`src/rtl/lsu_wb_writeback.sv`:
```
// RV32I load/store unit: one Wishbone classic cycle per op, load alignment and
// extension, and a single-cycle register-file writeback strobe.
module lsu_wb_writeback #(
  parameter int TIMEOUT_CYCLES = 255,
  parameter int TO_W           = 8
) (
  input  logic        clk,
  input  logic        rst_n,
  input  logic        req_valid,
  output logic        req_ready,
  input  logic        req_we,
  input  logic [2:0]  req_funct3,
  input  logic [31:0] req_addr,
  input  logic [31:0] req_wdata,
  input  logic [4:0]  req_rd,
  output logic        wb_cyc_o,
  output logic        wb_stb_o,
  output logic        wb_we_o,
  output logic [31:0] wb_adr_o,
  output logic [31:0] wb_dat_o,
  output logic [3:0]  wb_sel_o,
  input  logic [31:0] wb_dat_i,
  input  logic        wb_ack_i,
  input  logic        wb_err_i,
  output logic        rf_reg_write,
  output logic [4:0]  rf_wa,
  output logic [31:0] rf_data_write,
  output logic        fault,
  output logic [31:0] fault_addr,
  input  logic        fault_clr
);

  typedef enum logic [1:0] {IDLE, BUS, WB} state_t;

  localparam logic [TO_W-1:0] TO_MAX = TO_W'(TIMEOUT_CYCLES);
  localparam logic [TO_W-1:0] TO_ONE = TO_W'(1);

  state_t          state_q;
  logic [TO_W-1:0] to_q;
  logic            we_q;
  logic [2:0]      f3_q;
  logic [1:0]      alo_q;
  logic [4:0]      rd_q;
  logic [31:0]     addr_q;

  logic            cyc_q, stb_q, wwe_q;
  logic [31:0]     adr_q, wdat_q;
  logic [3:0]      sel_q;
  logic            rfw_q;
  logic [4:0]      rfwa_q;
  logic [31:0]     rfd_q;
  logic            fault_q;
  logic [31:0]     faddr_q;

  logic            accept;
  logic            req_bad;
  logic [3:0]      req_sel;
  logic [31:0]     req_dat;
  logic [7:0]      ld_byte;
  logic [15:0]     ld_half;
  logic [31:0]     ld_ext;

  assign accept    = req_valid && (state_q == IDLE);
  assign req_ready = (state_q == IDLE);

  // Decode the offered op: byte selects, lane-replicated store data, legality.
  always_comb begin
    req_bad = 1'b0;
    req_sel = 4'b0000;
    req_dat = 32'h0;
    case (req_funct3)
      3'b000, 3'b100: begin
        req_sel = 4'b0001 << req_addr[1:0];
        req_dat = {4{req_wdata[7:0]}};
        req_bad = req_we && req_funct3[2];
      end
      3'b001, 3'b101: begin
        req_sel = req_addr[1] ? 4'b1100 : 4'b0011;
        req_dat = {2{req_wdata[15:0]}};
        req_bad = req_addr[0] || (req_we && req_funct3[2]);
      end
      3'b010: begin
        req_sel = 4'b1111;
        req_dat = req_wdata;
        req_bad = (req_addr[1:0] != 2'b00);
      end
      default: req_bad = 1'b1;
    endcase
  end

  // Load lane selection and extension from the live bus data.
  assign ld_byte = wb_dat_i[{alo_q, 3'b000} +: 8];
  assign ld_half = wb_dat_i[{alo_q[1], 4'b0000} +: 16];

  always_comb begin
    case (f3_q)
      3'b000:  ld_ext = {{24{ld_byte[7]}}, ld_byte};
      3'b001:  ld_ext = {{16{ld_half[15]}}, ld_half};
      3'b100:  ld_ext = {24'h0, ld_byte};
      3'b101:  ld_ext = {16'h0, ld_half};
      default: ld_ext = wb_dat_i;
    endcase
  end

  always_ff @(posedge clk or negedge rst_n) begin
    if (!rst_n) begin
      state_q <= IDLE;
      to_q    <= '0;
      we_q    <= 1'b0;
      f3_q    <= 3'b000;
      alo_q   <= 2'b00;
      rd_q    <= 5'd0;
      addr_q  <= 32'h0;
      cyc_q   <= 1'b0;
      stb_q   <= 1'b0;
      wwe_q   <= 1'b0;
      adr_q   <= 32'h0;
      wdat_q  <= 32'h0;
      sel_q   <= 4'b0000;
      rfw_q   <= 1'b0;
      rfwa_q  <= 5'd0;
      rfd_q   <= 32'h0;
      fault_q <= 1'b0;
      faddr_q <= 32'h0;
    end else begin
      // A fault raised below in the same cycle overrides this clear.
      if (fault_clr) fault_q <= 1'b0;
      case (state_q)
        IDLE: begin
          if (accept) begin
            if (req_bad) begin
              fault_q <= 1'b1;
              faddr_q <= req_addr;
            end else begin
              state_q <= BUS;
              to_q    <= TO_ONE;
              we_q    <= req_we;
              f3_q    <= req_funct3;
              alo_q   <= req_addr[1:0];
              rd_q    <= req_rd;
              addr_q  <= req_addr;
              cyc_q   <= 1'b1;
              stb_q   <= 1'b1;
              wwe_q   <= req_we;
              adr_q   <= {req_addr[31:2], 2'b00};
              wdat_q  <= req_dat;
              sel_q   <= req_sel;
            end
          end
        end
        BUS: begin
          if (wb_err_i || (!wb_ack_i && to_q == TO_MAX) || wb_ack_i) begin
            cyc_q  <= 1'b0;
            stb_q  <= 1'b0;
            wwe_q  <= 1'b0;
            adr_q  <= 32'h0;
            wdat_q <= 32'h0;
            sel_q  <= 4'b0000;
          end
          if (wb_err_i || (!wb_ack_i && to_q == TO_MAX)) begin
            fault_q <= 1'b1;
            faddr_q <= addr_q;
            state_q <= IDLE;
          end else if (wb_ack_i) begin
            if (we_q) begin
              state_q <= IDLE;
            end else begin
              state_q <= WB;
              rfw_q   <= (rd_q != 5'd0);
              rfwa_q  <= rd_q;
              rfd_q   <= ld_ext;
            end
          end else begin
            to_q <= to_q + TO_ONE;
          end
        end
        WB: begin
          state_q <= IDLE;
          rfw_q   <= 1'b0;
          rfwa_q  <= 5'd0;
          rfd_q   <= 32'h0;
        end
        default: state_q <= IDLE;
      endcase
    end
  end

  assign wb_cyc_o      = cyc_q;
  assign wb_stb_o      = stb_q;
  assign wb_we_o       = wwe_q;
  assign wb_adr_o      = adr_q;
  assign wb_dat_o      = wdat_q;
  assign wb_sel_o      = sel_q;
  assign rf_reg_write  = rfw_q;
  assign rf_wa         = rfwa_q;
  assign rf_data_write = rfd_q;
  assign fault         = fault_q;
  assign fault_addr    = faddr_q;

endmodule

```
`config.mk`:
```
export PLATFORM = sky130hd
export DESIGN_NAME = lsu_wb_writeback
export DESIGN_NICKNAME = d
export VERILOG_FILES = /design/src/rtl/lsu_wb_writeback.sv
export SDC_FILE = /design/constraint.sdc
export NUM_CORES = 1
export LEC_CHECK = 0
export BUFFER_PORTS_ARGS = -buffer_cell sky130_fd_sc_hd__buf_2
export CAP_MARGIN = 20
export CORE_MARGIN = 2
export CORE_UTILIZATION = 27
export DETAILED_ROUTE_END_ITERATION = 6
export PLACE_DENSITY = 0.52
export SLEW_MARGIN = 0
export SYNTH_ARGS = -nofsm -noshare
export SYNTH_HDL_FRONTEND = slang
export SYNTH_SLANG_ARGS = --single-unit
```
`constraint.sdc`:
```
create_clock -name clk -period 3.95 [get_ports clk]
set_input_delay 0.1975 -clock clk [delete_from_list [all_inputs] [get_ports clk]]
set_output_delay 0.1975 -clock clk [all_outputs]
set_load 0.02 [all_outputs]
```
Yosys cells after proc, flatten, opt, wreduce, memory -nomap -nowiden
Index checks and enable logic that the tools add are counted.
{"block": "word_totals", "register_bits": 194, "input_bits": 111, "output_inout_bits": 143, "word_cells": 119}
{"block": "op_classes", "add_sub_neg": 1, "eq_ne": 20, "n_shift": 3, "mux": 55, "n_bitwise": 1, "n_reduce_logical": 22}
{"cell": "$mux 32", "n": 11}
{"cell": "$pmux 32 s2", "n": 4}
{"cell": "$pmux 32 s4", "n": 1}
{"cell": "$pmux 32 s3", "n": 1}
{"cell": "$mux 8", "n": 4}
{"cell": "$shiftx 32x6->16", "n": 1}
{"cell": "$shiftx 32x6->8", "n": 1}
{"cell": "$mux 4", "n": 4}
{"cell": "$pmux 8 s2", "n": 1}
{"cell": "$mux 5", "n": 3}
{"cell": "$ne 2x2->1 const B", "n": 7}
{"cell": "$eq 3x3->1 const B", "n": 4}
{"cell": "$mux 1", "n": 12}
{"cell": "$pmux 4 s3", "n": 1}
{"cell": "$reduce_and 4->1", "n": 3}
{"cell": "$mux 2", "n": 5}
{"cell": "$pmux 5 s2", "n": 1}
{"cell": "$add 8x1->8 const B", "n": 1}
{"cell": "$eq 8x8->1 const B", "n": 1}
{"cell": "$pmux 1 s2", "n": 4}
{"cell": "$pmux 4 s2", "n": 1}
{"cell": "$eq 3x1->1 const B", "n": 2}
{"cell": "$logic_not 3->1", "n": 2}
{"cell": "$reduce_and 3->1", "n": 2}
{"cell": "17 further kinds", "n": 25}

Logic depth before layout (Yosys ltp)
{"block": "depth", "word_depth": 6, "mapped_depth": 7, "ltp_nobuf": 5}

Worst setup path before layout
No wires, ideal clock.
{"block": "synth_timing", "kind": "flip-flop to flip-flop", "from": "register state_q[0]", "to": "register faddr_q[10], in the netlist fault_addr[10]", "setup_ns": 0.128, "arrival_ns": 1.773, "required_ns": 3.822, "setup_slack_ns": 2.050, "path_stages_with_launch": 6, "path_buffers": 1, "period_less_slack_ns": 1.900, "cell_sequence": "dfrtp_1 nor2_2 nand2_1 o32ai_4 buf_2 mux2_1"}
{"block": "synth_between", "elab_chain_len": 4, "elab_cells_between_ends": 9, "cone_classes": "eq/ne: 4; mux: 1; reduce/logical: 4"}
{"element": "start, declared", "line_no": "38", "rtl": "state_t state_q;"}
{"element": "start signal, assigned", "line_no": "107", "rtl": "state_q <= IDLE;"}
{"element": "start signal, assigned", "line_no": "135", "rtl": "state_q <= BUS;"}
{"element": "start signal, assigned", "line_no": "163", "rtl": "state_q <= IDLE;"}
{"element": "$logic_not 2->1 *"}
{"element": "named net req_ready", "line_no": "10", "rtl": "output logic req_ready,"}
{"element": "$logic_and 1x1->1", "line_no": "63", "rtl": "assign accept = req_valid && (state_q == IDLE);"}
{"element": "$ne 2x1->1 (no source line)"}
{"element": "$reduce_and 4->1 (no source line)"}
{"element": "end signal, assigned", "line_no": "133", "rtl": "faddr_q <= req_addr;"}
{"element": "end signal, assigned", "line_no": "162", "rtl": "faddr_q <= addr_q;"}
{"element": "end, declared", "line_no": "53", "rtl": "logic [31:0] faddr_q;"}
The timed path passes the listed nets; every way through them passes the cells marked *.
A chain may end at the register's enable or synchronous reset.

Final worst setup path
{"block": "layout_timing", "from": "register state_q[1]", "to": "register rfd_q[25], in the netlist rf_data_write[25]"}
{"block": "layout_between", "elab_chain_len": 3, "elab_cells_between_ends": 8, "cone_classes": "eq/ne: 5; mux: 1; reduce/logical: 2"}
{"element": "$eq 2x1->1 or $eq 2x2->1 (tied branches)", "line_no": "128", "rtl": "case (state_q)"}
{"element": "$ne 2x2->1 (no source line) or $reduce_bool 2->1 (tied branches)"}
{"element": "$reduce_and 4->1 (no source line)"}
{"element": "end signal, assigned", "line_no": "171", "rtl": "rfd_q <= ld_ext;"}
{"element": "end, declared", "line_no": "51", "rtl": "logic [31:0] rfd_q;"}
Parallel ways exist; a longest one is shown, timed or not.

==> results.sh <==
export IMPL_cp_slowest_cell="a2111oi_4"
export IMPL_clockBufferDepth=2
export IMPL_crit_arrival_ps=3100
export IMPL_ys_top_cells_by_area="dfrtp_1, nand2_1, mux2_4, a22o_1, mux2_1"
export IMPL_drive_gt1_frac=0.331
export IMPL_grt_pass1_wl_um=41100
export IMPL_wl_met2_um=12000
export IMPL_grt_usage=0.157
export IMPL_cp_required_ps=4330
export IMPL_dieArea_mm2=0.0339
export IMPL_drt_first_iter_violations=348
export IMPL_nNetsFinal=1157
export IMPL_grt_setup_unrepaired="false"
export IMPL_num_io_pins=254
export IMPL_synth_cell_types=54
export IMPL_top_layer="met5"
export IMPL_wl_met1_um=11800
export IMPL_post_route_period_util=0.689
export IMPL_design_core_area_mm2=0.0318
export IMPL_clockPowerShare=0.271
export IMPL_worstHoldPathType="in -> reg"
export IMPL_power_density_mw_per_mm2=586
export IMPL_max_slew_margin=0.332
export IMPL_cts_buffers=17
export IMPL_grt_pass1_vias=7132
export IMPL_overflow=0
export IMPL_crit_type="reg -> reg"
export IMPL_synth_avg_cell_area_um2=11.3
export IMPL_clock_latency_ps=450
export IMPL_netlist_instances=777
export IMPL_numClockSinks=190
export IMPL_die_h_um=184
export IMPL_row_count=65
export IMPL_vias=7038
export IMPL_setup_viol=0
export IMPL_ys_ff_latch=190
export IMPL_p_comb_frac=0.310
export IMPL_final_core_util=0.359
export IMPL_netlist_area_mm2=0.00877
export IMPL_htree_levels=4
export IMPL_routed_wl_um=26000
export IMPL_critPathBufInv=1
export IMPL_p_sw_frac=0.359
export IMPL_place_congestion=0.817
export IMPL_intPower_uw=4290
export IMPL_share_seq_of_total_power=0.419
export IMPL_layout_cells_non_filler=1495
export IMPL_initial_utilization=0.276
export IMPL_cts_clk_slew_worst_paths_ps=80
export IMPL_yosys_area_top_type_share=0.542
export IMPL_hold_viol=0
export IMPL_period_needed_ps=2720
export IMPL_status="finished, final reports clean"
export IMPL_drtAntennaViolNets=0
export IMPL_timing_setup_tns_ps=0
export IMPL_startpoint_type="register"
export IMPL_drtPass1Iterations=5
export IMPL_power_switching_uw=2400
export IMPL_ys_seq_area_frac=0.542
export IMPL_place_inst=1417
export IMPL_area_growth_pct=30.3
export IMPL_final_common_cell="buf_2"
export IMPL_wl_per_cell_um=17.4
export IMPL_max_cap_violations=0
export IMPL_cts_resized_gates=0
export IMPL_port_buffers=251
export IMPL_ys_warn_count=0
export IMPL_worst_slew_pin_slew_ps=1000
export IMPL_slowest_delay_ps=870
export IMPL_synth_area_leader_cell="dfrtp_1"
export IMPL_layout_common_cells="buf_2, dfrtp_1, nand2_1"
export IMPL_crit_chain="and2b_2 -> nand2_1 -> buf_4 -> a2111oi_4 -> a221o_1"
export IMPL_routed_via_density=4.71
export IMPL_drc=0
export IMPL_setup_worst_path_end_class="register"
export IMPL_grt_max_degree=103
export IMPL_met3WireLength_um=1770
export IMPL_fmax_mhz=367
export IMPL_drv_slew=0
export IMPL_critPathTopFamily="compound AO/OA/AOI/OAI gates"
export IMPL_fin_skew_ps=10.2
export IMPL_antenna_found_initial=3
export IMPL_tritoncts="built"
export IMPL_cp_max_fo=39
export IMPL_dpl_hpwl_um=17500
export IMPL_die_w_um=184
export IMPL_p_leak_uw=0.00575
export IMPL_clock_root_buffer="clkbuf_16"
export IMPL_vdd_drop_max_mv=0.290
-- power by group through the flow --
| stage | Clock [µW] | Combinational [µW] | Sequential (µW) |
|---|---|---|---|
| after floorplan | 0 | 882 | 3250 |
| after global placement | 0 | 2050 | 2840 |
| after detailed placement | 0 | 2070 | 2840 |
| after CTS | 1880 | 2110 | 2810 |
| after global routing | 1960 | 2260 | 2880 |
| final | 1810 | 2070 | 2810 |
-- metrics by stage --
step | setup slack, ps | hold WS [ps] | total power (µW) | area [µm²]
after floorplan | 2050 | -98.1 | 4130 | 8770
after global placement | 1210 | 386 | 4890 | 10400
after detailed placement | 1180 | 391 | 4910 | 10400
after CTS | 1170 | 0.766 | 6800 | 11400
after global routing | 969 | 5.24 | 7110 | 11400
final | 1230 | 23.3 | 6700 | 11400
-- flip-flops by register name, summed over array words and instances, names as in the netlist --
| signal | count |
|---|---|
| fault_addr | 32 |
| rf_data_write | 32 |
| wb_dat_o | 32 |
| addr_q | 31 |
| wb_adr_o | 30 |
| to_q | 8 |
| rd_q | 5 |
| rf_wa | 5 |
| wb_sel_o | 4 |
| f3_q | 3 |
| state_q | 2 |
| alo_q | 1 |
| fault | 1 |
| rf_reg_write | 1 |
| wb_stb_o | 1 |
| wb_we_o | 1 |
| we_q | 1 |
-- cell usage after synthesis, drive strengths merged --
| master | count |
|---|---|
| or3 | 3 |
| and2 | 1 |
| or4 | 1 |
| a21oi | 51 |
| and4b | 1 |
| nand2b | 15 |
| nand3 | 7 |
| and4 | 1 |
| clkbuf | 23 |
| o21a | 2 |
| conb | 1 |
| o2bb2ai | 16 |
| nand3b | 16 |
| nand2 | 139 |
| dfrtp | 190 |
| mux4 | 1 |
| a21o | 20 |
| and2b | 1 |
| nor2b | 2 |
| nor3 | 6 |
| a2111oi | 2 |
| nand4 | 1 |
| o21ai | 26 |
| o32ai | 3 |
| o211ai | 12 |
| o311ai | 1 |
| a221o | 17 |
| mux2i | 9 |
| inv | 13 |
| o22ai | 1 |
| o31ai | 2 |
| and3 | 2 |
| nor4 | 1 |
| buf | 34 |
| ha | 1 |
| nor3b | 4 |
| a22o | 41 |
| o211a | 3 |
| a221oi | 9 |
| mux2 | 73 |
| nor2 | 25 |
-- area by class of cell --
cell class,count,area [µm²]
Fill cell,3205,20400
Sequential cell,190,4750
Multi-Input combinational cell,518,3670
Timing Repair Buffer,305,1790
Tap cell,435,544
Clock buffer,18,439
Clock inverter,14,171
Inverter,13,48.8
Antenna cell,2,5.00
-- routing by layer --
metal	GRT usage	up-vias
li1	-	3312
met2	0.248	217
met4	0.0429	2
met1	0.208	3483
met5	0	-
met3	0.0494	24
-- worst paths after layout --
path	from	endpoint	slack (ps)	depth (start not counted)
setup / recovery	state_q[1]	rf_data_write[25]	1230	5
hold / removal	req_addr[13]	wb_adr_o[13]	20	2
setup reg to reg	state_q[1]	rf_data_write[25]	1230	5
hold reg to reg	fault	fault	470	1
max in group asynchronous	rst_n	fault_addr[15]	2510	3
min in group asynchronous	rst_n	wb_dat_o[23]	440	2
-- timing repair --
| action | in CTS | in global routing |
|---|---|---|
| hold buffers | 43 | 1 |
| setup buffers | 0 | 0 |
| endpoints found under the setup margin | 0 | 0 |
| hold endpoints to repair | 151 | 1 |
-- kinds of logic after synthesis --
| kind of cell | share of synthesized area |
|---|---|
| buffers and inverters | 0.0414 |
| and+or+nand+nor | 0.119 |
| other | 0.000428 |
| muxes | 0.118 |
| DFF | 0.542 |
| adders and majority gates | 0.00143 |
| AOI/OAI and AO/OA | 0.177 |
Power figures use the tool's default switching activity.
